**src/rtl/rf_wb_arbiter_if.sv**
```systemverilog
// ============================================================================
//  Module      : rf_wb_arbiter_if
//  Description : Writeback request bus carrying two valid/ready requesters
//                (port 0: main datapath, port 1: multi-cycle unit) into the
//                register-file write-port arbiter.
//  Revision    : 1.0 - initial release
// ============================================================================
`default_nettype none

interface rf_wb_arbiter_if #(
   parameter int DW = 32,
   parameter int AW = 5
);
   logic          s0_valid;
   logic          s0_ready;
   logic [AW-1:0] s0_addr;
   logic [DW-1:0] s0_data;
   logic          s1_valid;
   logic          s1_ready;
   logic [AW-1:0] s1_addr;
   logic [DW-1:0] s1_data;

   // Requester side: drives requests, observes grants
   modport master (
      output s0_valid, s0_addr, s0_data,
      output s1_valid, s1_addr, s1_data,
      input  s0_ready, s1_ready
   );

   // Arbiter side: observes requests, drives grants
   modport slave (
      input  s0_valid, s0_addr, s0_data,
      input  s1_valid, s1_addr, s1_data,
      output s0_ready, s1_ready
   );
endinterface

`default_nettype wire

```
**src/rtl/rf_wb_arbiter.sv**
```systemverilog
// ============================================================================
//  Module      : rf_wb_arbiter
//  Description : Shares the single write port of the 32x32 register file
//                between two writeback requesters. The winning request is
//                registered and presented to the register file one cycle
//                later. A saturating counter tracks contention cycles.
//                Build option: RF_WB_ARB_RR_EN selects round-robin
//                arbitration; when undefined, port 0 has fixed priority.
//  Revision    : 1.0 - initial release
// ============================================================================
`default_nettype none

module rf_wb_arbiter #(
   parameter int DW    = 32,
   parameter int AW    = 5,
   parameter int CNT_W = 16
) (
   input  wire logic             clk,
   input  wire logic             rst,
   rf_wb_arbiter_if.slave        bus,
   output logic                  rf_we,
   output logic [AW-1:0]         rf_wR,
   output logic [DW-1:0]         rf_wD,
   output logic [CNT_W-1:0]      conflict_cnt
);

   localparam logic [CNT_W-1:0] CNT_MAX = {CNT_W{1'b1}};
   localparam logic [CNT_W-1:0] CNT_ONE = {{(CNT_W-1){1'b0}}, 1'b1};

   logic          both_valid;
   logic          gnt0;
   logic          gnt1;
   logic          xfer;
   logic [AW-1:0] sel_addr;
   logic [DW-1:0] sel_data;

   logic             rf_we_q, rf_we_d;
   logic [AW-1:0]    rf_wr_q, rf_wr_d;
   logic [DW-1:0]    rf_wd_q, rf_wd_d;
   logic [CNT_W-1:0] cnt_q, cnt_d;

`ifdef RF_WB_ARB_RR_EN
   // last_q = port of the most recent transfer; 1 after reset so port 0
   // wins the first conflict.
   logic last_q, last_d;
`endif

   // Arbitration: pick at most one valid requester this cycle
   always_comb begin
      both_valid = bus.s0_valid & bus.s1_valid;
`ifdef RF_WB_ARB_RR_EN
      gnt0 = bus.s0_valid & (~bus.s1_valid | last_q);
`else
      gnt0 = bus.s0_valid;
`endif
      gnt1 = bus.s1_valid & ~gnt0;
   end

   // Grants are suppressed while reset is held so nothing transfers
   assign bus.s0_ready = gnt0 & ~rst;
   assign bus.s1_ready = gnt1 & ~rst;

   // Next-state for the output stage, counter and priority pointer
   always_comb begin
      xfer     = bus.s0_ready | bus.s1_ready;
      sel_addr = bus.s1_ready ? bus.s1_addr : bus.s0_addr;
      sel_data = bus.s1_ready ? bus.s1_data : bus.s0_data;

      // Writes to register 0 complete the handshake but never commit
      rf_we_d  = xfer && (sel_addr != '0);
      rf_wr_d  = xfer ? sel_addr : rf_wr_q;
      rf_wd_d  = xfer ? sel_data : rf_wd_q;

      cnt_d    = (both_valid && (cnt_q != CNT_MAX)) ? (cnt_q + CNT_ONE) : cnt_q;
`ifdef RF_WB_ARB_RR_EN
      last_d   = xfer ? bus.s1_ready : last_q;
`endif
   end

   // State registers; reset immediately cancels any pending commit
   always_ff @(posedge clk or posedge rst) begin
      if (rst) begin
         rf_we_q <= 1'b0;
         rf_wr_q <= '0;
         rf_wd_q <= '0;
         cnt_q   <= '0;
`ifdef RF_WB_ARB_RR_EN
         last_q  <= 1'b1;
`endif
      end else begin
         rf_we_q <= rf_we_d;
         rf_wr_q <= rf_wr_d;
         rf_wd_q <= rf_wd_d;
         cnt_q   <= cnt_d;
`ifdef RF_WB_ARB_RR_EN
         last_q  <= last_d;
`endif
      end
   end

   assign rf_we        = rf_we_q;
   assign rf_wR        = rf_wr_q;
   assign rf_wD        = rf_wd_q;
   assign conflict_cnt = cnt_q;

endmodule

`default_nettype wire

```
**src/flat_wrapper.sv**
```systemverilog
// flat-port wrapper written by rule: the top's interface ports become plain ports
module rf_wb_arbiter_flat 
#(
   parameter int DW    = 32,
   parameter int AW    = 5,
   parameter int CNT_W = 16
)
  (clk, rst, rf_we, rf_wR, rf_wD, conflict_cnt, bus_s0_valid, bus_s0_addr, bus_s0_data, bus_s1_valid, bus_s1_addr, bus_s1_data, bus_s0_ready, bus_s1_ready);
  rf_wb_arbiter_if #(.DW(DW), .AW(AW)) bus_i ();
  input  wire logic clk;
  input  wire logic rst;
  output logic rf_we;
  output logic [AW-1:0] rf_wR;
  output logic [DW-1:0] rf_wD;
  output logic [CNT_W-1:0] conflict_cnt;
  input wire logic [$bits(bus_i.s0_valid)-1:0] bus_s0_valid;
  input wire logic [$bits(bus_i.s0_addr)-1:0] bus_s0_addr;
  input wire logic [$bits(bus_i.s0_data)-1:0] bus_s0_data;
  input wire logic [$bits(bus_i.s1_valid)-1:0] bus_s1_valid;
  input wire logic [$bits(bus_i.s1_addr)-1:0] bus_s1_addr;
  input wire logic [$bits(bus_i.s1_data)-1:0] bus_s1_data;
  output wire logic [$bits(bus_i.s0_ready)-1:0] bus_s0_ready;
  output wire logic [$bits(bus_i.s1_ready)-1:0] bus_s1_ready;
  assign bus_i.s0_valid = bus_s0_valid;
  assign bus_i.s0_addr = bus_s0_addr;
  assign bus_i.s0_data = bus_s0_data;
  assign bus_i.s1_valid = bus_s1_valid;
  assign bus_i.s1_addr = bus_s1_addr;
  assign bus_i.s1_data = bus_s1_data;
  assign bus_s0_ready = bus_i.s0_ready;
  assign bus_s1_ready = bus_i.s1_ready;
  rf_wb_arbiter #(.DW(DW), .AW(AW), .CNT_W(CNT_W)) u_core (.clk(clk), .rst(rst), .bus(bus_i), .rf_we(rf_we), .rf_wR(rf_wR), .rf_wD(rf_wD), .conflict_cnt(conflict_cnt));
endmodule
```
**config.mk**
```make
export PLATFORM = sky130hd
export DESIGN_NAME = rf_wb_arbiter_flat
export DESIGN_NICKNAME = d
export VERILOG_FILES = /design/src/rtl/rf_wb_arbiter_if.sv /design/src/rtl/rf_wb_arbiter.sv /design/src/flat_wrapper.sv
export SDC_FILE = /design/constraint.sdc
export NUM_CORES = 1
export LEC_CHECK = 0
export ABC_AREA = 1
export CAP_MARGIN = 15
export CORE_MARGIN = 4
export CORE_UTILIZATION = 44
export DETAILED_ROUTE_END_ITERATION = 6
export PLACE_DENSITY = 0.86
export SETUP_SLACK_MARGIN = 0.15
export SYNTH_ARGS = -nofsm -noshare
export SYNTH_HDL_FRONTEND = slang
export SYNTH_SLANG_ARGS = --single-unit
export TNS_END_PERCENT = 30
```
**constraint.sdc**
```tcl
create_clock -name clk -period 8.6 [get_ports clk]
set_clock_uncertainty 0.15 [all_clocks]
set_input_delay 2.15 -clock clk [delete_from_list [all_inputs] [get_ports clk]]
set_output_delay 2.15 -clock clk [all_outputs]
set_load 0.01 [all_outputs]
```
==> results.md, run 1 <==
* CTS tree: built
* Vias per inst at 5.25
* GP Congestion at 0.861
* Initial antenna violation count at 0
* Syn Nets at ~450
* Type of destination of the critical path: output port
* Post-synthesis cell type with the largest combined area: dfrtp_1
* 1st-iter DRT viols at 137
* CTS Root Cell: clkbuf_8
* Max Root-Sink Buffers at 2
* Pin count of the biggest net entering global routing at 42
* Final critical-path share of the clock period at between 70% and 80%
* Fin util at 70.8%
* Starting Density at between 40% and 50%
* Antenna Violating Nets Remaining at 0
* Pwr dens at about 160 nW/um^2
* DR vias at 3,016
* Core area at 6060 um^2
* Final net count at 577
* Worst Max-Slew Pin Slew at 791 ps
* Syn Inst Count at 369
* Critical path arrival at around 3800 ps
* Post-synth EDFFs at 0
* Met2 GRT Util at 41.7%
* Vias in the first global route at 3,027
* # setup viols final at 0
* Commonest cells in the netlist: 110 x nand2_1, 54 x dfrtp_1, 53 x nor2_1
* All-layer global routing usage at 22.9%
* CTS Sinks at 54
* CP cell instances: clkdlybuf4s50_1 > inv_2 > nand2_1 > nor2_1 > clkdlybuf4s50_1
* Io pins at 134
* First-pass GRT wire length at 13.9 mm
* Leak at 0.00190 uW
* Die area at between 7000 and 8000 um^2
* DRC errors left at 0
* Post-CTS setup buffers at 0
* Number of H-tree levels at 2
* Worst-path clk slew at 90 ps
* Seq/Total Area, Yosys at 48.1%
* Clk_lat worst skew at 300 ps
* Mapped Area at around 2800 um^2
* Post-placement cell area at between 4000 and 5000 um^2
* Avg Cell Area, Syn at 7.61 um^2
* Ratio of cells with drive above 1 in the final layout at under 10%
* Setup TNS at 0 ps
* Met3 usage at 9.50%
* Synth area leaders: dfrtp_1 48%, nand2_1 15%, o21ai_0 8.0%
* CP required at 6300 ps
* Antenna cells at 0
* VDD IR max at just under 100 uV
* MaxCap Viol Count at 0
* Die Y at 87.9 um
* Final Hold Fails at 0
* Worst-path fanout max at 17
* Period minus WS final at 6100 ps
* Synth cell types at 26
* Die width at 87.9 um
* DR pass1 iterations at 4
* Synth Flop Type: dfrtp_1
* I/O Buffers at around 130
* Power Total at 701 uW
* Placed wire-length estimate at 6.65 mm
* Fraction of registers with async set/reset at 100%
* CP Launch Type: primary input
* Slew Viols, Final at 0
* Average wire per standard cell at 15.4 um
* Rows at 28
* Outcome: finished, final reports clean
* Post_cts resized at 0
* Seq cells post-synth at 54
* Top Usage Layer GRT: met2
* YS warnings at 0
* Hold Buf Count CTS at 0
* Hold WC Path Type: reg2reg
* Count leader, synth: nand2_1
* Yosys top cell area share at 48.1%
* Unrepaired setup endpoints after global routing: false
* Most frequent CP cell: clkdlybuf4s50_1
* Max-slew headroom at 47.2%
* Peak Freq at 164 MHz
* Synthesis-to-finish area growth at 53.0%
* CP max stage delay at roughly 590 ps
* Num CTS Buffers at 5
* Hold Slack at approximately 350 ps
* Total Routed Length at 8.82 mm
* Critical path class: in2out
* Met1 Resource Use GR at 24.6%
* CP max stage cell: clkdlybuf4s50_1
* Design area at 4290 um^2
* Overflow left after global routing at 0
layout make-up:
class	count	area, um^2
Fill cell	490	1770
Sequential cell	54	1350
Timing Repair Buffer	135	1350
Multi-Input combinational cell	279	1310
Clock buffer	8	110
Tap cell	75	93.8
Inverter	23	86.3
layer usage:
metal,part of all wire [%],wire length [um],vias up
met5,0,0,-
met4,1.4,125,0
met3,10,899,12
met2,52,4560,129
met1,37,3240,1428
li1,-,-,1447
stage by stage:
step	instances	worst slack, ps
2_1_floorplan	369	2490
3_3_place_gp	566	2520
3_5_place_dp	566	2510
4_1_cts	574	2490
5_1_grt	574	2350
6_report	574	2500
power breakdown:
| part | leakage (uW) | total [uW] | switching, uW | internal [uW] |
|---|---|---|---|---|
| clock | 0.0000575 | 164 | 82.1 | 81.5 |
| combinational | 0.00120 | 215 | 95.6 | 119 |
| sequential | 0.000640 | 323 | 34.1 | 289 |
cells by family (layout without fill, tap and decap cells):
group	Yosys count	in the layout	share of synthesized area [%]
xor gates and xnor gates	2	2	0.624
AOI/OAI and AO/OA	80	80	14.7
adders and majority gates	1	1	0.446
DFF	54	54	48.1
buffers and inverters	36	166	5.35
and+or+nand+nor	196	196	30.8
worst max-delay path, delay by kind of cell:
| family | cells | cell delay, ps |
|---|---|---|
| and+or+nand+nor | 2 | 340 |
| buffers and inverters | 3 | 1290 |
worst paths after layout:
path / startpoint / to / slack (ps) / cells after the start
max: rst / bus_s1_ready / 2500 / 5
min: u_core.rf_wD[6] / u_core.rf_wD[6] / 350 / 2
max reg2reg: u_core.conflict_cnt[0] / u_core.conflict_cnt[2] / 6750 / 7
min reg2reg: u_core.rf_wD[6] / u_core.rf_wD[6] / 350 / 2
max in group asynchronous: rst / u_core.rf_wD[29] / 5470 / 3
min in group asynchronous: rst / u_core.rf_wR[1] / 2000 / 2
flip-flops by register name (all words and copies together), names as in the netlist:
| register | flops |
|---|---|
| u_core.rf_wR | 5 |
| u_core.rf_wD | 32 |
| u_core.conflict_cnt | 16 |
| u_core.rf_we | 1 |
cell usage in the layout (no fill, tap or decap), drive strengths merged:
master           n
clkdlybuf4s50  133
nand2          115
o21ai           74
nor2            63
dfrtp           54
inv             23
nand3           10
clkbuf           8
nand4            5
a31oi            4
nand3b           3
xnor2            2
buf              2
a21oi            1
o21bai           1
ha               1
No activity file was read; power rests on OpenSTA's default activity.
==> run 2: changes to the inputs <==
- CORE_UTILIZATION: 44 -> 41
- PLACE_DENSITY: 0.86 -> 0.81
- clock period: 8.6 -> 6.3 ns (I/O delays scaled with it)
==> run 2 against run 1 <==
Net effect:
- worst hold slack got worse by 2.3 ps
- first-iteration DRC count is 2.9% lower
- setup slack worse by 950 ps
- flip-flop and latch count unchanged
- combinational power up 35%
- non-clock buffer count unchanged
- global-route usage fell by 2.1 points
- core utilization decreased by 5.0 points
- clock power grew 19%
- largest cell class is now buffers
- highest routed layer unchanged
==> results.md, run 2 (same netlist as run 1, synthesis figures left out) <==
* NetSw at 281 uW (was 212 uW)
* Post-CTS setup buffers at 0 (unchanged)
* Worst Max-Slew Pin Slew at 790 ps (was 791 ps)
* First-pass GRT wire length at 14.0 mm (was 13.9 mm)
* Final worst slack at 1560 ps (was 2500 ps)
* All-layer global routing usage at 20.8% (was 22.9%)
* GP Congestion at 0.936 (was 0.861)
* Critical path class: in2out (unchanged)
* VDD IR max at 109 uV (was 99.0 uV)
* CTS tree: built (unchanged)
* CP Launch Type: primary input (unchanged)
* Unrepaired setup endpoints after global routing: false (unchanged)
* Initial antenna violation count at 0 (unchanged)
* FF-to-FF path depth at 8 (was 7)
* Critical path endpoint: bus_s1_ready (unchanged)
* Final Hold Fails at 0 (unchanged)
* Peak Freq at 211 MHz
* Slew Viols, Final at 0 (unchanged)
* Leak at 0.00189 uW (was 0.00190 uW)
* Worst r2r src: u_core.conflict_cnt[0] (unchanged)
* Ratio of cells with drive above 1 in the final layout at 6.04% (was 6.41%)
* Vias per inst at 5.24 (was 5.25)
* DR pass1 iterations at 4 (unchanged)
* CTS Sinks at 54 (unchanged)
* Hold WC Path Type: reg2reg (unchanged)
* Die area at 8230 um^2 (was 7720 um^2)
* Logic gate share of total power at 31.4% (was 30.6%)
* Core area at 6490 um^2 (was 6060 um^2)
* Die Y at 90.7 um (was 87.9 um)
* Total Routed Length at 8.61 mm (was 8.82 mm)
* Max-slew headroom at 47.3% (was 47.2%)
* Sequential Power Share at 47.5% (was 46.1%)
* Vias in the first global route at 3,005 (was 3,027)
* CP startpoint: bus_s1_valid (was rst)
* Placed wire-length estimate at 6.47 mm (was 6.65 mm)
* Starting Density at 43.2% (was 46.3%)
* Die width at 90.7 um (was 87.9 um)
* R2r setup slk at 4500 ps (was 6750 ps)
* 1st-iter DRT viols at 133 (was 137)
* Critical path arrival at 3020 ps (was 3800 ps)
* DR vias at 3,005 (was 3,016)
* Max Root-Sink Buffers at 2 (unchanged)
* Pin count of the biggest net entering global routing at 55 (was 42)
* Worst-path fanout max at 4 (was 17)
* DRC errors left at 0 (unchanged)
* Most frequent cells in the layout: 133 x clkdlybuf4s50_1, 110 x nand2_1, 54 x dfrtp_1 (unchanged)
* Antenna Violating Nets Remaining at 0 (unchanged)
* Max reg flops at 32 (unchanged)
* I/O Buffers at 133 (unchanged)
* Setup WS pre-CTS at 1550 ps (was 2510 ps)
* Hold Buf Count CTS at 0 (unchanged)
* Hold Slack at 344 ps (was 346 ps)
* Most common library cell in the layout ignoring fill and taps: clkdlybuf4s50_1 (unchanged)
* Pwr dens at 216 nW/um^2 (was 163 nW/um^2)
* Antenna cells at 0 (unchanged)
* Synthesis-to-finish area growth at 52.3% (was 53.0%)
* Hold path start: u_core.rf_wD[6] (unchanged)
* MaxCap Viol Count at 0 (unchanged)
* Clk network pwr share at 21.1% (was 23.3%)
* # setup viols final at 0 (unchanged)
* Num CTS Buffers at 5 (unchanged)
* Average wire per standard cell at 15.0 um (was 15.4 um)
* Clk_lat worst skew at 300 ps (about the same)
* Cell-internal power at 643 uW (was 490 uW)
* RR Endpoint: u_core.conflict_cnt[9] (was u_core.conflict_cnt[2])
* CTS Root Cell: clkbuf_8 (unchanged)
* Type of destination of the critical path: output port (unchanged)
* Final net count at 577 (unchanged)
* Switch share at 30.4% (was 30.2%)
* CP required at 4580 ps (was 6300 ps)
* Period minus WS final at 4740 ps
* Final critical-path share of the clock period at between 70% and 80%
* Post_cts resized at 0 (unchanged)
* Number of H-tree levels at 2 (unchanged)
* Outcome: finished, final reports clean (unchanged)
* Worst-path clk slew at 90 ps (about the same)
* Overflow left after global routing at 0 (unchanged)
* Io pins at 134 (unchanged)
* Setup TNS at 0 ps (unchanged)
* Rows at 29 (was 28)
==> run 2: cell count changes in the layout (fill, tap and decap cells not counted), sizes merged <==
cell    previous run  this run
clkbuf             8         6
==> run 2: metrics by stage <==
step / total power [uW] / cells / util, % / cell area [um^2]
floorplan: 555 / 369 / - / 2810
global placement: 728 / 567 / 64.3 / 4180
detailed placement: 737 / 567 / 64.3 / 4180
CTS: 932 / 573 / 65.6 / 4260
global route: 978 / 574 / 65.8 / 4280
finish: 924 / 574 / 65.8 / 4280
==> run 2: area by class of cell <==
type	count	area (um^2)
repair buffers	135	1350
inverters	23	86.3
clock buffers	6	82.6
multi-input cells	279	1310
well taps	77	96.3
fillers	555	2220
flip-flops and latches	54	1350
==> run 2: routing by layer <==
layer	share of wire [%]	vias to the layer above	routed length, um	global-route usage (%)
met5	0	-	0	0
li1	-	1442	-	-
met2	49	119	4220	35.5
met4	1.9	0	163	5.87
met1	39	1428	3350	23.9
met3	10	16	870	8.58
==> run 2: how the worst min path moves through the flow <==
stage          slack (ps)          endpoint  cells past startpoint
2_1_floorplan         370   u_core.rf_wR[3]                      2
3_3_place_gp          320  u_core.rf_wD[31]                      2
3_5_place_dp          330   u_core.rf_wD[6]                      2
4_1_cts               350   u_core.rf_wD[6]                      2
5_1_grt               380  u_core.rf_wD[22]                      2
6_report              340   u_core.rf_wD[6]                      2
==> run 2: critical path: stages <==
cell and delay, ps:
clkdlybuf4s50_1 560, nand2_1 90, nor2_1 200, clkdlybuf4s50_1 590
==> run 2: power by group through the flow <==
stage,sequential [uW],combinational (uW),clock [uW]
after CTS,439,293,201
after floorplan,462,93.0,0
after global placement,442,286,0
after global routing,448,318,212
final,439,290,195
after detailed placement,445,292,0
